==> src/rtl/brightness_adj.sv <==
// ---------------------------------------------------------------------------
// brightness_adj
//
// Per-pixel brightness adjuster. Adds a signed, optionally left-shifted
// offset to one unsigned colour sample per clock, clamps the result to
// [0, 2^DATA_W-1] and returns it through a single output register.
// When en_bp is low the sample passes through unchanged with the same
// one-clock latency.
//
// Parameters:
//   DATA_W      - colour sample width (unsigned)
//   PARAM_W     - brightness_param width (two's complement)
//   PARAM_SHIFT - left shift applied to brightness_param before the add
//
// Ports:
//   clk              in   pixel clock, rising edge
//   resetN           in   asynchronous active-low reset
//   en_bp            in   1 = apply offset, 0 = bypass
//   brightness_param in   signed offset, sampled every cycle
//   color_in         in   input pixel sample
//   color_out        out  adjusted pixel, registered
//   sat_flag         out  clamp indicator (only with BRIGHTNESS_SAT_FLAG_EN)
//
// Build option:
//   BRIGHTNESS_SAT_FLAG_EN - when defined, adds the registered sat_flag
//   output, high when en_bp=1 and the sum was clamped at either bound.
// ---------------------------------------------------------------------------
module brightness_adj #(
  parameter int DATA_W      = 8,
  parameter int PARAM_W     = 8,
  parameter int PARAM_SHIFT = 0
) (
  input  logic               clk,
  input  logic               resetN,
  input  logic               en_bp,
  input  logic [PARAM_W-1:0] brightness_param,
  input  logic [DATA_W-1:0]  color_in,
`ifdef BRIGHTNESS_SAT_FLAG_EN
  output logic [DATA_W-1:0]  color_out,
  output logic               sat_flag
`else
  output logic [DATA_W-1:0]  color_out
`endif
);

  // Wide enough that neither the shifted offset nor the sum can overflow.
  localparam int SUM_W = DATA_W + PARAM_W + PARAM_SHIFT + 2;

  localparam logic [DATA_W-1:0] MAX_VAL = {DATA_W{1'b1}};
  localparam logic [DATA_W-1:0] MIN_VAL = {DATA_W{1'b0}};

  logic [SUM_W-1:0]  w_param_ext;
  logic [SUM_W-1:0]  w_offset;
  logic [SUM_W-1:0]  w_color_ext;
  logic [SUM_W-1:0]  w_sum;
  logic              w_neg;
  logic              w_over;
  logic [DATA_W-1:0] w_adj;
  logic [DATA_W-1:0] w_next;
  logic              w_next_sat;

  logic [DATA_W-1:0] r_color_out;
  logic              r_sat_flag;

  // Sign-extend the parameter, zero-extend the pixel, form the signed sum.
  always_comb begin
    w_param_ext = {{(SUM_W-PARAM_W){brightness_param[PARAM_W-1]}}, brightness_param};
    w_offset    = w_param_ext << PARAM_SHIFT;
    w_color_ext = {{(SUM_W-DATA_W){1'b0}}, color_in};
    w_sum       = w_color_ext + w_offset;
  end

  // Clamp: the sign bit flags an underflow; any set bit between the sign
  // bit and the pixel field flags an overflow of a non-negative sum.
  always_comb begin
    w_neg  = w_sum[SUM_W-1];
    w_over = 1'b0;
    w_adj  = w_sum[DATA_W-1:0];
    if (w_neg) begin
      w_adj = MIN_VAL;
    end else if (|w_sum[SUM_W-2:DATA_W]) begin
      w_over = 1'b1;
      w_adj  = MAX_VAL;
    end else begin
      w_adj  = w_sum[DATA_W-1:0];
    end
  end

  // Bypass mux into the output register; the flag is only meaningful when
  // processing is enabled.
  always_comb begin
    w_next     = color_in;
    w_next_sat = 1'b0;
    if (en_bp) begin
      w_next     = w_adj;
      w_next_sat = w_neg | w_over;
    end else begin
      w_next     = color_in;
      w_next_sat = 1'b0;
    end
  end

  // Output register; asynchronous reset discards the pixel in flight.
  always_ff @(posedge clk or negedge resetN) begin
    if (!resetN) begin
      r_color_out <= {DATA_W{1'b0}};
      r_sat_flag  <= 1'b0;
    end else begin
      r_color_out <= w_next;
      r_sat_flag  <= w_next_sat;
    end
  end

  assign color_out = r_color_out;

`ifdef BRIGHTNESS_SAT_FLAG_EN
  assign sat_flag = r_sat_flag;
`else
  logic w_unused_sat;
  assign w_unused_sat = r_sat_flag;
`endif

endmodule

==> config.mk <==
export PLATFORM = sky130hd
export DESIGN_NAME = brightness_adj
export DESIGN_NICKNAME = d
export VERILOG_FILES = /design/src/rtl/brightness_adj.sv
export SDC_FILE = /design/constraint.sdc
export NUM_CORES = 1
export LEC_CHECK = 0
export ABC_AREA = 0
export BUFFER_PORTS_ARGS = -buffer_cell sky130_fd_sc_hd__buf_2
export CORE_MARGIN = 2
export CORE_UTILIZATION = 35
export CTS_CLUSTER_DIAMETER = 30
export CTS_CLUSTER_SIZE = 20
export DETAILED_ROUTE_END_ITERATION = 8
export MAX_ROUTING_LAYER = met4
export PLACE_DENSITY = 0.65
export SKIP_CTS_REPAIR_TIMING = 1
export SYNTH_ARGS = -nofsm -noshare
export SYNTH_HDL_FRONTEND = slang
export SYNTH_SLANG_ARGS = --single-unit
==> constraint.sdc <==
create_clock -name clk -period 0.8 [get_ports clk]
set_clock_uncertainty 0.15 [all_clocks]
set_input_delay 0.08 -clock clk [delete_from_list [all_inputs] [get_ports clk]]
set_output_delay 0.08 -clock clk [all_outputs]
set_load 0.02 [all_outputs]
==> summary.txt <==
GRT
  • GR Overflow Total: 0
  • Global-route wire length before repair: 3540 um
  • Vias in the first global route: 866
  • GRT Overall Usage: 17.4%
  • Initial antenna violation count: 0
  • Pin count of the biggest net entering global routing: 9

Layout
  • NumNets Final: 179
  • Register area: 200 um^2
  • Most frequent cells in the layout: buf_4 (29), buf_6 (14), buf_2 (14)
  • Area Overhead vs Synth: 90.0%
  • Commonest non-fill, non-tap cell in the layout: buf_4
  • Antenna cell count: 0
  • Layout cell share with drive strength beyond 1: 67.6%
  • Area of the multi-input gates: 856 um^2
  • Max reg flops: 8
  • Fillers: 172

Routing
  • DRT Pass-1 Iters: 4
  • Drc violations: 0
  • DR vias/cell: 5.38
  • Final WL: 2740 um
  • DRT iter0 DRCs: 16
  • Average wire per standard cell: 15.6 um
  • Total number of vias: 946
  • Final ANT Viol Nets: 0

Clock tree
  • Clk sinks: 8
  • CTS HTree Levels: 1
  • Total CTS buffers: 3
  • Max Buffers Root-to-Sink: 2
  • Root Buffer: clkbuf_4
  • CTS tree: done
  • Register clock-pin slew on the reported worst setup and hold paths: 50 ps

Yosys
  • FF+latch count, synth: 8
  • Syn_area_per_cell: 9.55 um^2
  • Post-Syn Area: 850 um^2
  • Unique masters post-synth: 35
  • Leading post-synthesis cells by cell area: dfrtp_1 (24%), ha_1 (13%), xnor2_1 (5.2%)
  • Yosys top cell area share: 23.6%
  • Post-synth EDFFs: 0
  • Async S/R FF share, synth: 100%
  • Cell count after synthesis: 89
  • Syn_nets: 118
  • Number of synthesis warnings: 0
  • Seq/Total Area, Yosys: 23.6%
  • Largest area contributor in the netlist: dfrtp_1
  • Top_reg_cell synth: dfrtp_1

STA
  • Worst rel slew slack: 78.3%
  • Finish-stage setup viols: 16
  • Fin crit period: 1690 ps
  • Final setup margin: -894 ps
  • Final period util: 212%
  • Final Max Tran Viols: 0
  • Max Fclk: 0.590 GHz
  • Hold_ws: 16.4 ps
  • RSZ-0062 raised after global routing: yes
  • Worst Tran Pin Value: 324 ps
  • Final hold violation count: 0

Outcome
  • Outcome: finished, violations left
  • Failing checks: setup timing

Setup path
  • Worst EP required: 780 ps
  • CP Class: input pin to flop
  • Worst Setup End Kind: flop
  • Worst EP arrival: 1680 ps
  • Startpoint types: input pin
  • CP peak stage delay: 430 ps
  • CP cell instances: buf_8 > ha_4 > fa_2 > nand3_2 > a211oi_4 > or3_4 > nor3_1 > o32ai_2
  • Crit-path slowest cell: or3_4
  • Crit path max fanout: 3

Pwr
  • PwrDens: 1240 nW/um^2
  • Pwr Total: 0.00200 W
  • LEAKAGE: 0.711 nW
  • Peak supply drop: 852 uV

Worst hold path
  • WHS Path Cells: 4
  • Min-delay worst type: input pin to flop

Run
  • Max Cap Viol: 0

Die
  • Die height: 53.3 um
  • Die ar.: 2840 um^2
  • Core area: 2250 um^2
  • Starting Density: 37.7%
  • DIE WIDTH: 53.3 um
  • I/O Pins: 27
  • Row Count: 17

Place
  • Port bufs: 26
  • Final GP Congestion: 0.880
  • Post-DP HPWL: 1820 um
==> worst paths after layout <==
check	slack, ps	start	endpoint
hold / removal	20	color_in[5]	color_out[5]$_DFF_PN0_
max in group asynchronous	290	resetN	color_out[7]$_DFF_PN0_
min in group asynchronous	50	resetN	color_out[4]$_DFF_PN0_
setup / recovery	-890	color_in[0]	color_out[6]$_DFF_PN0_
==> power by group <==
group | switching [W] | internal [W] | total, W
clock network | 0.000130 | 0.000171 | 0.000301
logic | 0.000565 | 0.000649 | 0.00121
registers | 0.0000245 | 0.000461 | 0.000486
total | 0.000719 | 0.00128 | 0.00200
==> layer usage <==
| metal | global-route usage, % | vias up | share of wire, % |
|---|---|---|---|
| met3 | 0.847 | 4 | 2.4 |
| li1 | - | 458 | - |
| met2 | 32.1 | 25 | 56 |
| met5 | - | - | 0 |
| met4 | 7.69 | 0 | 1.6 |
| met1 | 19.0 | 459 | 40 |
==> cell usage after synthesis (3+ instances only) <==
library cell and number:
a21oi_1 6, dfrtp_1 8, ha_1 9, inv_1 8, nand2b_1 3, nand3_1 5
nor3_1 7, o221ai_1 3, o32ai_1 3, xnor2_1 5
==> logic make-up (layout without fill, tap and decap cells) <==
kind of cell,count (synthesis),in the layout,synth area share (%)
DFF,8,8,23.6
adders and majority gates,10,10,15.6
muxes,1,1,1.62
buffers and inverters,11,70,7.81
xor gates and xnor gates,5,5,5.15
AOI/OAI and AO/OA,30,30,30.0
and+or+nand+nor,24,24,16.2
==> critical path: cells and delay by family <==
family,cells,cell delay (ps)
fa+ha+maj,2,530
simple gates,3,790
buf+inv,1,100
compound gates,2,170
==> through the flow <==
stage | std cells | TNS, ps | util (%) | instance area (um^2) | worst slack [ps]
2_1_floorplan | 89 | -7600 | - | 918 | -999
3_3_place_gp | 167 | -8840 | 55.4 | 1250 | -1180
3_5_place_dp | 167 | -9140 | 55.4 | 1250 | -1220
4_1_cts | 170 | -8560 | 56.4 | 1270 | -972
5_1_grt | 176 | -9050 | 71.6 | 1610 | -972
6_report | 176 | -8050 | 71.6 | 1610 | -894
==> layout make-up <==
| cell class | count | share of cell area [%] |
|---|---|---|
| timing repair buffer | 59 | 29.1 |
| sequential | 8 | 12.4 |
| tap | 28 | 2.17 |
| multi-input combinational | 70 | 53.0 |
| clock buffer | 3 | 1.40 |
| inverter | 8 | 1.86 |
(Power assumes the default switching activity.)
